### config.mk
export PLATFORM = sky130hd
export DESIGN_NAME = arith_rr_arbiter
export DESIGN_NICKNAME = d
export VERILOG_FILES = /design/src/rtl/arith_rr_arbiter.sv
export SDC_FILE = /design/constraint.sdc
export NUM_CORES = 1
export LEC_CHECK = 0
export CORE_ASPECT_RATIO = 0.75
export CORE_MARGIN = 10
export CORE_UTILIZATION = 30
export DETAILED_ROUTE_END_ITERATION = 8
export GPL_TIMING_DRIVEN = 0
export PLACE_DENSITY = 0.58
export SETUP_SLACK_MARGIN = 0.5
export SYNTH_ARGS = -nofsm -noshare
export SYNTH_HDL_FRONTEND = slang
export SYNTH_SLANG_ARGS = --single-unit
export TNS_END_PERCENT = 30
### constraint.sdc
create_clock -name i_clk -period 2.3 [get_ports i_clk]
set_clock_uncertainty 0.1 [all_clocks]
set_input_delay 0.46 -clock i_clk [delete_from_list [all_inputs] [get_ports i_clk]]
set_output_delay 0.46 -clock i_clk [all_outputs]
set_load 0.02 [all_outputs]
### src/rtl/arith_rr_arbiter.sv
// ---------------------------------------------------------------------------
// arith_rr_arbiter
//
// Shares one external add/multiply datapath among NREQ requesters. Requests
// are picked round-robin, one per cycle, and sent to the datapath as an issue
// strobe with two operands. The datapath answers LAT cycles after the strobe
// on both its sum and product outputs. A small tag pipeline remembers which
// requester each in-flight operation belongs to and whether it was an add or
// a multiply, so the right result can be captured into a response FIFO.
//
// A credit scheme keeps the FIFO from overflowing: a new request is only
// accepted while the number of operations held anywhere in the block (issue
// stage, tag pipeline, FIFO) is below the FIFO depth. Because of that, a
// result arriving from the datapath always has a free FIFO slot waiting.
//
// Ports:
//   i_clk          clock, rising edge
//   i_resetn       asynchronous active-low reset, released synchronously
//   i_req_valid    per-requester request valid
//   o_req_ready    per-requester accept, at most one bit high
//   i_req_op       per-requester op select, 0 = add, 1 = mul
//   i_req_a        packed operand A, requester k at [k*WIDTH +: WIDTH]
//   i_req_b        packed operand B, same packing
//   o_op_valid     issue strobe to the datapath
//   o_op_a         operand A to the datapath
//   o_op_b         operand B to the datapath
//   i_add_result   datapath sum (WIDTH+1 bits)
//   i_mul_result   datapath product (2*WIDTH bits)
//   o_rsp_valid    response FIFO not empty
//   o_rsp_id       requester id of the head response (0 when empty)
//   o_rsp_result   result of the head response (0 when empty)
//   i_rsp_ready    response consumer ready
// ---------------------------------------------------------------------------
module arith_rr_arbiter #(
  parameter int WIDTH      = 8,
  parameter int NREQ       = 4,
  parameter int LAT        = 2,
  parameter int FIFO_DEPTH = 4,
  parameter int IDW        = $clog2(NREQ)
) (
  input  logic                    i_clk,
  input  logic                    i_resetn,
  input  logic [NREQ-1:0]         i_req_valid,
  output logic [NREQ-1:0]         o_req_ready,
  input  logic [NREQ-1:0]         i_req_op,
  input  logic [NREQ*WIDTH-1:0]   i_req_a,
  input  logic [NREQ*WIDTH-1:0]   i_req_b,
  output logic                    o_op_valid,
  output logic [WIDTH-1:0]        o_op_a,
  output logic [WIDTH-1:0]        o_op_b,
  input  logic [WIDTH:0]          i_add_result,
  input  logic [2*WIDTH-1:0]      i_mul_result,
  output logic                    o_rsp_valid,
  output logic [IDW-1:0]          o_rsp_id,
  output logic [2*WIDTH-1:0]      o_rsp_result,
  input  logic                    i_rsp_ready
);

  localparam int RW = 2 * WIDTH;
  localparam int EW = IDW + RW;
  localparam int PW = $clog2(FIFO_DEPTH);
  localparam int CW = $clog2(FIFO_DEPTH + 1);
  localparam int OW = $clog2(FIFO_DEPTH + LAT + 2) + 1;

  logic [IDW-1:0]  rr_ptr;
  logic [IDW:0]    cand;
  logic            grant_found;
  logic [IDW-1:0]  grant_idx;

  logic [OW-1:0]   occupancy;
  logic            issue_allowed;
  logic            accept;

  logic            issue_valid;
  logic [IDW-1:0]  issue_id;
  logic            issue_op;

  logic [LAT-1:0]  tag_valid;
  logic [LAT-1:0]  tag_op;
  logic [IDW-1:0]  tag_id [LAT];

  logic [RW-1:0]   capture_result;
  logic            fifo_push;
  logic            fifo_pop;
  logic [EW-1:0]   fifo_mem [FIFO_DEPTH];
  logic [PW-1:0]   wr_ptr;
  logic [PW-1:0]   rd_ptr;
  logic [CW-1:0]   fifo_count;
  logic [EW-1:0]   fifo_head;

  // Round-robin search: walk the requesters starting at the pointer and
  // wrapping modulo NREQ, and take the first one that is asking. The
  // candidate index is one bit wider than an id so ptr+i never overflows
  // before the explicit wrap subtraction.
  always_comb begin
    grant_found = 1'b0;
    grant_idx   = '0;
    cand        = '0;
    for (int i = 0; i < NREQ; i++) begin
      cand = {1'b0, rr_ptr} + (IDW+1)'(i);
      if (cand >= (IDW+1)'(NREQ)) begin
        cand = cand - (IDW+1)'(NREQ);
      end
      if (!grant_found && i_req_valid[cand[IDW-1:0]]) begin
        grant_found = 1'b1;
        grant_idx   = cand[IDW-1:0];
      end
    end
  end

  // Occupancy counts every operation the block is still responsible for:
  // results waiting in the FIFO, the operation being issued this cycle and
  // every tag travelling alongside the datapath. A pop this cycle only
  // frees its credit once the FIFO count actually drops at the next edge.
  always_comb begin
    occupancy = OW'(fifo_count) + OW'(issue_valid);
    for (int i = 0; i < LAT; i++) begin
      occupancy = occupancy + OW'(tag_valid[i]);
    end
  end

  assign issue_allowed = (occupancy < OW'(FIFO_DEPTH));

  // Ready goes to the granted requester only, and only when a credit is
  // free. It is forced low while reset is asserted so that every output of
  // the block reads zero during reset even if requesters keep asking.
  always_comb begin
    o_req_ready = '0;
    if (i_resetn && grant_found && issue_allowed) begin
      o_req_ready[grant_idx] = 1'b1;
    end
  end

  assign accept = i_resetn && grant_found && issue_allowed;

  // Issue stage and round-robin pointer. An accepted request is registered
  // here and presented to the datapath for exactly one cycle. The operand
  // registers keep their last values when nothing is accepted, which keeps
  // the datapath inputs quiet between operations. The pointer moves just
  // past the winner so that it has the lowest priority next time.
  always_ff @(posedge i_clk or negedge i_resetn) begin
    if (!i_resetn) begin
      rr_ptr      <= '0;
      issue_valid <= 1'b0;
      issue_id    <= '0;
      issue_op    <= 1'b0;
      o_op_a      <= '0;
      o_op_b      <= '0;
    end else begin
      issue_valid <= accept;
      if (accept) begin
        o_op_a   <= i_req_a[int'(grant_idx)*WIDTH +: WIDTH];
        o_op_b   <= i_req_b[int'(grant_idx)*WIDTH +: WIDTH];
        issue_op <= i_req_op[grant_idx];
        issue_id <= grant_idx;
        rr_ptr   <= (grant_idx == IDW'(NREQ-1)) ? '0 : grant_idx + IDW'(1);
      end
    end
  end

  assign o_op_valid = issue_valid;

  // Tag pipeline. Each stage carries {valid, id, op} one cycle further
  // behind the issue strobe. The last stage lines up exactly with the cycle
  // in which the datapath shows the matching result, so that stage decides
  // what gets written into the FIFO.
  always_ff @(posedge i_clk or negedge i_resetn) begin
    if (!i_resetn) begin
      tag_valid <= '0;
      tag_op    <= '0;
      for (int i = 0; i < LAT; i++) begin
        tag_id[i] <= '0;
      end
    end else begin
      tag_valid[0] <= issue_valid;
      tag_op[0]    <= issue_op;
      tag_id[0]    <= issue_id;
      for (int i = 1; i < LAT; i++) begin
        tag_valid[i] <= tag_valid[i-1];
        tag_op[i]    <= tag_op[i-1];
        tag_id[i]    <= tag_id[i-1];
      end
    end
  end

  // The sum is narrower than a response, so it is zero-extended; the
  // product already has the full response width.
  assign capture_result = tag_op[LAT-1] ? i_mul_result : RW'(i_add_result);
  assign fifo_push      = tag_valid[LAT-1];
  assign fifo_pop       = (fifo_count != '0) && i_rsp_ready;

  // FIFO storage. The memory itself needs no reset: nothing is ever read
  // from an empty FIFO because the head outputs are forced to zero then.
  always_ff @(posedge i_clk) begin
    if (fifo_push) begin
      fifo_mem[wr_ptr] <= {tag_id[LAT-1], capture_result};
    end
  end

  // FIFO pointers and fill count. Pointers wrap explicitly so any depth
  // works, not just powers of two. The credit scheme guarantees a push
  // never meets a full FIFO, so there is no overflow guard on the write.
  always_ff @(posedge i_clk or negedge i_resetn) begin
    if (!i_resetn) begin
      wr_ptr     <= '0;
      rd_ptr     <= '0;
      fifo_count <= '0;
    end else begin
      if (fifo_push) begin
        wr_ptr <= (wr_ptr == PW'(FIFO_DEPTH-1)) ? '0 : wr_ptr + PW'(1);
      end
      if (fifo_pop) begin
        rd_ptr <= (rd_ptr == PW'(FIFO_DEPTH-1)) ? '0 : rd_ptr + PW'(1);
      end
      case ({fifo_push, fifo_pop})
        2'b10:   fifo_count <= fifo_count + CW'(1);
        2'b01:   fifo_count <= fifo_count - CW'(1);
        default: fifo_count <= fifo_count;
      endcase
    end
  end

  // Head of the FIFO drives the response port; an empty FIFO shows zeros
  // instead of whatever stale entry the read pointer happens to address.
  always_comb begin
    fifo_head    = fifo_mem[rd_ptr];
    o_rsp_valid  = (fifo_count != '0);
    o_rsp_id     = '0;
    o_rsp_result = '0;
    if (o_rsp_valid) begin
      o_rsp_id     = fifo_head[EW-1:RW];
      o_rsp_result = fifo_head[RW-1:0];
    end
  end

endmodule

Word level (Yosys, flattened, before mapping) --
Memories as Yosys holds them, arrays and structs flattened. Index checks and enable logic that the tools add are counted.
Word-level totals: register bits after elaboration 37, RAM bits 72, memories kept 1, word-level logic and storage cells 93, input bits 100
Operators by class: shift-type cells 2, magnitude comparators 11, add/subtract/negate cells 15, multiplexer cells 34, equality and inequality tests 5, reductions and logical operators 12
Memories:
- fifo_mem | words 4, width 18, read ports 1, clocked after Yosys merged registers in 0, wr ports 1, line 85 | logic [EW-1:0] fifo_mem [FIFO_DEPTH];
Operators with widths (count):
- indexed part select 32 x 6 -> 8 bit | 2
- two-way mux 16 bit | 2
- two-way mux 2 bit | 12
- less-than comparator 2 x 3 -> 1 bit (second input constant) | 5
- two-way mux 1 bit | 12
- binary-select mux 1 bit (select 2 bit) | 5
- >= comparator 3 bit (second input constant) | 3
- adder 4 x 1 -> 4 bit | 2
- equality test 2 bit (second input constant) | 4
- subtractor 2 x 1 -> 2 bit (second input constant) | 4
- logical AND 1 bit | 7
- adder 2 x 1 -> 2 bit (second input constant) | 3
- adder 2 x 2 -> 3 bit (second input constant) | 2
- one-hot mux 3 bit (2 select lines) | 1
- adder 3 x 1 -> 4 bit | 1
- less-than comparator 4 x 3 -> 1 bit (second input constant) | 1
- two-way mux 4 bit | 1
- adder 2 x 1 -> 3 bit (second input constant) | 1
- adder 3 x 1 -> 3 bit (second input constant) | 1
- >= comparator 2 x 3 -> 1 bit (second input constant) | 1
- logical NOT 1 bit | 3
- nonzero test 3 bit | 1
- subtractor 3 x 1 -> 3 bit (second input constant) | 1
- demux 1 bit (select 2 bit) | 1
- other kinds (3) | 3

Logic depth before layout (Yosys ltp) --
Gate-level depths: netlist of the first run.
word-level depth 19, gate-level depth with buffers 10

Least setup slack after synthesis of the first run --
No wires, ideal clock.
path kind register to output, from register issue_valid (netlist: o_op_valid), to output port o_req_ready[0], cell stages (with the launch flop) 7, setup slack -0.037 ns, arrival time 1.777 ns, cell sequence dfrtp_1 > fa_1 > ha_1 > nor3b_1 > nand3_1 > inv_2 > and2_1
Between the ends: cells in the longest elaborated chain, start to end 6
Ends and longest elaborated chain:
- start: declaration | line 74 | logic issue_valid;
- start signal: assignment | line 150 | issue_valid <= accept;
- adder 3 x 1 -> 4 bit | line 116 | occupancy = OW'(fifo_count) + OW'(issue_valid);
- adder 4 x 1 -> 4 bit (2 in series) | line 118 | occupancy = occupancy + OW'(tag_valid[i]);
- less-than comparator 4 x 3 -> 1 bit | line 122 | assign issue_allowed = (occupancy < OW'(FIFO_DEPTH));
- logical AND 1 bit
- named net accept | line 72 | logic accept;
- two-way mux 4 bit | line 129 | if (i_resetn && grant_found && issue_allowed) begin
- end: declaration | line 44 | output logic [NREQ-1:0] o_req_ready,
The timed path passes the listed nets, and every way through them passes these cells.

Worst setup path after layout of the first run --
from register tag_valid[0], to output port o_req_ready[2]
Between the ends: cells in the longest elaborated chain, start to end 5
Ends and longest elaborated chain:
- start: declaration | line 78 | logic [LAT-1:0] tag_valid;
- start signal: assignment | line 175 | tag_valid[0] <= issue_valid;
- start signal: indexed assignment | line 179 | tag_valid[i] <= tag_valid[i-1];
- adder 4 x 1 -> 4 bit (2 in series) | line 118
- less-than comparator 4 x 3 -> 1 bit | line 122
- logical AND 1 bit
- named net accept | line 72
- two-way mux 4 bit | line 129
The timed path passes the listed nets, and every way through them passes these cells.

==> results.ini, run 1 <==
[timing]
slew_headroom=0.6424
hold_viol=0
post-route-worst-setup-slack_ns=-0.2643
worstMarginPinSlew_ns=0.5364
fin_crit_ns=2.564
total_setup_violations_reported_at_the_end_of_the_flow=37
totalNegativeSetupSlack_ns=-4.846
slew_violations=0
final_min_period_over_clock_period=1.115
setup_repair_after_global_routing_missed_its_margin=yes
fmaxAchievable_mhz=390.0

[routing]
viasPerCell=4.610
drt_pre_antenna_iters=4
route.final.wire_length_um=13150
post-route-drc-count=0
drt_first_iter_violations=94
detailroute.via_count=3282
detail-route-antenna-nets=0
detail_route.wl_per_cell_um=18.47

[grt]
maximum_number_of_pins_on_one_net_before_global_route_repair=39
number_of_global_route_vias_before_repair=3860
first_pass_grt_wire_length_um=21000
gr-total-overflow=0
grt.total_usage=0.1182
number_of_antenna_violations_at_the_first_check_in_global_routing=1

[final_layout]
final_net_count=609
multiInputGateArea_sq_um=2016
number_of_filler_cells_placed_in_the_layout=1437
fin_area_sq_um=7692
flow.area_growth_from_synthesis_pct=53.51
layout-drive-gt1-share=0.3553
final-seq-area_sq_um=3092

[setup_path]
critical_path.startpoint_type=flip-flop
class_of_the_most_critical_setup_path=flip-flop to output pin
reg2regPathDepth=14
required_ns=1.74
crit_path_end_kind=output pin
signal_arrival_time_at_the_worst_endpoint_ns=2.00
critical_path_peak_fanout=7

[clocking]
clock_sinks=109
cts.htree.levels=3
hold_buffers=0
max-clock-path-buffers=2
clkSlewWorstSetupHoldPaths_ns=0.08
clockRootBuffer=sky130_fd_sc_hd__clkbuf_16
cts_tree=yes
cts_inserted_buffers=9
clkLatencyLatePin_ns=0.35

[yosys]
synth.yosys.seq_area_share=0.6162
synth_seq_cells=109
ys_async_sr_fraction=0.3394
synthDistinctLibCells=35
synth_top_flop_cell=sky130_fd_sc_hd__edfxtp_1
cells_after_synthesis=319
synth-warning-count=0
synth_nets=432
post_synthesis_mean_instance_area_sq_um=15.71
synth_enable_flop_cells=72
netlist_area_sq_um=5011

[floorplan]
io-pin-count=140
initial_utilization=0.3090
floorplan.die_area_sq_um=22330
die-height_um=131.9
fp.dieW_um=169.2
core_area_sq_um=16220
core.rowCount=40

[place]
number_of_i_o_port_buffers=139
gp_congestion=0.6991
placement.setup.worst_slack_ns=-1.088
placement.cell_area_sq_um=6736
hpwlAfterDp_um=9107

[min_path]
hp-class=primary input to asynchronous set/reset pin

[pwr]
power.density_cell_area_nw_per_um2=1247
peakVddDrop_uv=544.1
total_power_mw=9.594
total_leakage_power_nw=3.096

[run_status]
violated_checks=negative setup slack
run_status=finished, violations left

[job]
max_cap_viol_count=0

==> what timing repair did <==
action                                 in CTS  in global routing
buffers inserted                           16                  6
gates cloned                                4                  1
setup endpoints to repair                 177                 85
endpoints found under the hold margin       0                  0
pin swaps                                  10                 22
gates resized for setup                   200                 63
==> flip-flops by register name, summed over array words and instances, names as in the netlist <==
signal and cells:
fifo_count 3, fifo_mem 72, issue_id 2, issue_op 1
o_op_a 8, o_op_b 8, o_op_valid 1, rd_ptr 2
rr_ptr 2, tag_id 4, tag_op 2, tag_valid 2
wr_ptr 2
==> where the power goes <==
| group | internal (mW) | leakage [nW] | switching, mW |
|---|---|---|---|
| Clock | 0.759 | 0.138 | 0.742 |
| Combinational | 2.76 | 1.84 | 2.37 |
| Sequential | 2.70 | 1.12 | 0.262 |
| Total | 6.22 | 3.10 | 3.37 |
==> per-stage QoR <==
stage	utilization	hold WS, ns	cells
3_3_place_gp	0.4157	0.2320	668
3_5_place_dp	0.4154	0.2409	668
6_report	0.4744	0.004304	712
2_1_floorplan	-	0.06441	319
5_1_grt	0.4742	0.04630	711
4_1_cts	0.4571	0.1509	704
==> routing by layer <==
layer | track usage | wire, um
met1 | 0.1385 | 5648
met2 | 0.1863 | 6102
met3 | 0.05781 | 1274
met4 | 0.03589 | 125
met5 | 0 | 0
==> path summary, 6_finish.rpt <==
| path | startpoint | endpoint | slack, ns |
|---|---|---|---|
| min in group i_clk | tag_id[2] | tag_id[0] | 0.26 |
| worst max register to register | tag_valid[0] | o_op_a[1] | -0.19 |
| worst min-delay path | i_resetn | o_op_a[5] | 0.004 |
| max in group asynchronous | i_resetn | rd_ptr[0] | 1.69 |
| worst min register to register | tag_id[2] | tag_id[0] | 0.26 |
| worst max-delay path | tag_valid[0] | o_req_ready[2] | -0.26 |
==> kinds of logic after synthesis <==
group           count (synthesis)  synth area share
mux                            63            0.1733
simple gates                   78           0.07990
fa+ha+maj                      13           0.03546
buf+inv                        26           0.03196
xor+xnor                        3          0.005244
compound gates                 27           0.05793
flops                         109            0.6162
==> worst max-delay path, stage by stage (launching register included) <==
cell                      delay, ns
sky130_fd_sc_hd__dfrtp_1       0.41
sky130_fd_sc_hd__fa_2          0.41
sky130_fd_sc_hd__ha_4          0.17
sky130_fd_sc_hd__nor3b_4       0.20
sky130_fd_sc_hd__nand3_4       0.12
sky130_fd_sc_hd__inv_6         0.10
sky130_fd_sc_hd__and2_4        0.15
sky130_fd_sc_hd__buf_6         0.11
==> cell type report <==
class | instances | share of cell area
Antenna cell | 1 | 0.0003253
Buffer | 16 | 0.03497
Clock buffer | 9 | 0.02928
Clock inverter | 7 | 0.007807
Inverter | 10 | 0.005856
Multi-Input combinational cell | 185 | 0.2620
Sequential cell | 109 | 0.4019
Tap cell | 210 | 0.03416
Timing Repair Buffer | 165 | 0.2236
==> Yosys cell counts (2+ instances only) <==
library cell | number | area (sq um)
sky130_fd_sc_hd__inv_2 | 2 | 7.510
sky130_fd_sc_hd__xor2_1 | 2 | 17.52
sky130_fd_sc_hd__nor2b_1 | 4 | 25.02
sky130_fd_sc_hd__fa_1 | 2 | 40.04
sky130_fd_sc_hd__mux2_2 | 10 | 112.6
sky130_fd_sc_hd__buf_12 | 2 | 40.04
sky130_fd_sc_hd__mux4_2 | 18 | 405.4
sky130_fd_sc_hd__o221ai_1 | 6 | 52.55
sky130_fd_sc_hd__o21ai_0 | 5 | 25.02
sky130_fd_sc_hd__inv_1 | 8 | 30.03
sky130_fd_sc_hd__buf_2 | 3 | 15.01
sky130_fd_sc_hd__edfxtp_1 | 72 | 2162
sky130_fd_sc_hd__clkbuf_1 | 7 | 26.28
sky130_fd_sc_hd__dfrtp_1 | 37 | 925.9
sky130_fd_sc_hd__and2_1 | 33 | 206.5
sky130_fd_sc_hd__ha_1 | 11 | 137.6
sky130_fd_sc_hd__nand2_1 | 29 | 108.9
sky130_fd_sc_hd__mux2i_1 | 35 | 350.3
sky130_fd_sc_hd__nand3_1 | 2 | 10.01
sky130_fd_sc_hd__nor2_1 | 5 | 18.77
sky130_fd_sc_hd__o221ai_2 | 11 | 165.2
sky130_fd_sc_hd__or3_1 | 2 | 12.51
==> layout by cell type (no fill, tap or decap), types with 3 or more instances in the layout <==
cell,instances
sky130_fd_sc_hd__clkdlybuf4s50_1,94
sky130_fd_sc_hd__edfxtp_1,72
sky130_fd_sc_hd__dfrtp_1,34
sky130_fd_sc_hd__buf_6,33
sky130_fd_sc_hd__mux2i_1,33
sky130_fd_sc_hd__nand2_1,27
sky130_fd_sc_hd__and2_4,22
sky130_fd_sc_hd__mux4_2,18
sky130_fd_sc_hd__dlygate4sd2_1,17
sky130_fd_sc_hd__o221ai_2,15
sky130_fd_sc_hd__clkbuf_16,13
sky130_fd_sc_hd__buf_4,11
sky130_fd_sc_hd__mux2_2,10
sky130_fd_sc_hd__ha_1,9
sky130_fd_sc_hd__buf_12,7
sky130_fd_sc_hd__and2_1,7
sky130_fd_sc_hd__nor2_1,5
sky130_fd_sc_hd__inv_1,5
sky130_fd_sc_hd__o21ai_0,5
sky130_fd_sc_hd__inv_6,4
sky130_fd_sc_hd__nand2_8,4
sky130_fd_sc_hd__and2_2,4
sky130_fd_sc_hd__inv_2,3
sky130_fd_sc_hd__clkbuf_8,3
sky130_fd_sc_hd__buf_8,3
sky130_fd_sc_hd__dfrtp_2,3
No activity file was read; power rests on OpenSTA's default activity.
==> inputs of run 2 (changes only) <==
Settings changed: CELL_PAD_IN_SITES_DETAIL_PLACEMENT from default to 1, CELL_PAD_IN_SITES_GLOBAL_PLACEMENT from default to 1, PLACE_DENSITY 0.58 to 0.68.
Clock period 2.3 ns to 3 ns, I/O delays scaled along.
==> run 2 against run 1 <==
Net effect: highest routed layer is now met5; register-to-register slack gained 0.72 ns; sequential cell count is the same; the flow now finishes without violations; sequential power shrank 23%; first-iteration DRC count grew 39%; clock power shrank 25%; critical path depth is the same; die area is the same.
==> results.ini, run 2 (synthesized netlist as in run 1, its figures left out) <==
[run_status]
run_status=complete, no violations

[grt]
use_met2=0.1941
grtUsageMet1=0.1400
first_pass_grt_wire_length_um=21740
gr-total-overflow=0
number_of_global_route_vias_before_repair=3853
top_usage_layer=met2
grt.met3_usage=0.07747
grt.total_usage=0.1247
number_of_antenna_violations_at_the_first_check_in_global_routing=1
maximum_number_of_pins_on_one_net_before_global_route_repair=39

[final_layout]
layout_commonest_cell=sky130_fd_sc_hd__clkdlybuf4s50_1
final_cell_count_without_fillers=697
final_net_count=596
layout-drive-gt1-share=0.2341
max_reg_flops=72
most-common-layout-cells=sky130_fd_sc_hd__clkdlybuf4s50_1, sky130_fd_sc_hd__edfxtp_1, sky130_fd_sc_hd__mux2i_1, sky130_fd_sc_hd__dfrtp_1
antenna_cells=0
finish.utilization=0.4406
flow.area_growth_from_synthesis_pct=42.57
number_of_filler_cells_placed_in_the_layout=1644
registers.top_by_ff_count=fifo_mem
biggestRegsByFlops=fifo_mem (72), o_op_a (8), o_op_b (8)

[routing]
post-route-drc-count=0
viasPerCell=4.674
drt_first_iter_violations=131
detail-route-antenna-nets=0
route.final.wire_length_um=13690
drt_pre_antenna_iters=4
detail_route.wl_per_cell_um=19.64
detailroute.via_count=3258

[place]
numPlacedInstances=668
gp_congestion=0.7416
hpwlAfterDp_um=10130
placement.setup.worst_slack_ns=-0.7309
number_of_i_o_port_buffers=139

[clocking]
clkSlewWorstSetupHoldPaths_ns=0.07
clkLatencyLatePin_ns=0.35
clockRootBuffer=sky130_fd_sc_hd__clkbuf_16
max-clock-path-buffers=2
cts_inserted_buffers=9
clock_sinks=109
cts_tree=yes
hold_buffers=0
cts.htree.levels=3

[floorplan]
die-height_um=131.9
fp.dieW_um=169.2
floorplan.die_area_sq_um=22330
io-pin-count=140
core_area_sq_um=16220
initial_utilization=0.3090
core.rowCount=40

[timing]
hold_viol=0
slew_headroom=0.3167
setup_repair_after_global_routing_missed_its_margin=yes
fmaxAchievable_mhz=369.4
fin_crit_ns=2.707
total_setup_violations_reported_at_the_end_of_the_flow=0
final_min_period_over_clock_period=0.9023
post-route-worst-setup-slack_ns=0.2931
slew_violations=0
worstMarginPinSlew_ns=1.025
totalNegativeSetupSlack_ns=0

[pwr]
total_power_mw=6.555
peakVddDrop_uv=381.3
total_leakage_power_nw=2.803
power.density_cell_area_nw_per_um2=917.5

[job]
max_cap_viol_count=0

[setup_path]
required_ns=2.30
class_of_the_most_critical_setup_path=flip-flop to output pin
crit_path_end_kind=output pin
critical_path.startpoint_type=flip-flop
critical_path_peak_fanout=6
signal_arrival_time_at_the_worst_endpoint_ns=2.01

[min_path]
hp-class=primary input to asynchronous set/reset pin

run 2: changes by cell type in the layout (fill, tap and decap cells not counted), sizes merged, moves of 2 or more:
cell,delta
buf,-25
clkdlybuf4s50,+17
clkdlybuf4s15,-2
dlygate4sd2,-2
inv,-2
run 2: power breakdown:
group	internal (mW)	switching [mW]	leakage, nW	total, mW
Clock	0.573	0.556	0.134	1.13
Sequential	2.08	0.213	1.12	2.29
Combinational	1.53	1.61	1.55	3.14
Total	4.18	2.38	2.80	6.56
run 2: layout make-up:
class	count	area [sq um]	area share
buffer	16	173.9	0.02434
clock inverter	6	53.80	0.007531
tap	210	262.8	0.03678
inverter	10	40.04	0.005604
clock buffer	9	225.2	0.03152
timing repair buffer	153	1448	0.2026
sequential	109	3090	0.4326
multi-input combinational	184	1851	0.2590
run 2: worst paths after layout:
path                                       end  slack [ns]          from  depth (start not counted)
min in group i_clk                   tag_id[1]        0.25     tag_id[3]                          0
worst max-delay path            o_req_ready[3]        0.29  tag_valid[0]                          7
max in group asynchronous            rd_ptr[0]        2.29      i_resetn                          1
worst max register to register       o_op_a[1]        0.53  tag_valid[0]                         10
worst min-delay path                 o_op_b[7]        0.12      i_resetn                          1
worst min register to register       tag_id[1]        0.25     tag_id[3]                          0
run 2: per-layer routing:
layer	up-vias	part of all wire	wire length [um]
met5	-	0.00051	7
met4	2	0.011	150
met3	13	0.12	1675
met2	129	0.46	6328
met1	1594	0.40	5527
li1	1520	-	-
run 2: stage by stage:
step	instance area (sq um)	hold slack, ns
global placement	6668	0.2335
detailed placement	6663	0.2427
global route	7144	0.1445
finish	7144	0.1150
floorplan	5014	0.2044
CTS	7081	0.1293
run 2: repair_timing:
item	in CTS	in global routing
setup buffers	10	4
pin swaps	3	6
gates resized for setup	84	22
setup endpoints to repair	35	33
run 2: critical path, cell delays in order, from the launching register on:
cell                      delay, ns
sky130_fd_sc_hd__dfrtp_1       0.41
sky130_fd_sc_hd__fa_2          0.41
sky130_fd_sc_hd__ha_4          0.18
sky130_fd_sc_hd__nor3b_4       0.20
sky130_fd_sc_hd__nand3_4       0.11
sky130_fd_sc_hd__inv_4         0.10
sky130_fd_sc_hd__and2_4        0.14
sky130_fd_sc_hd__buf_6         0.11
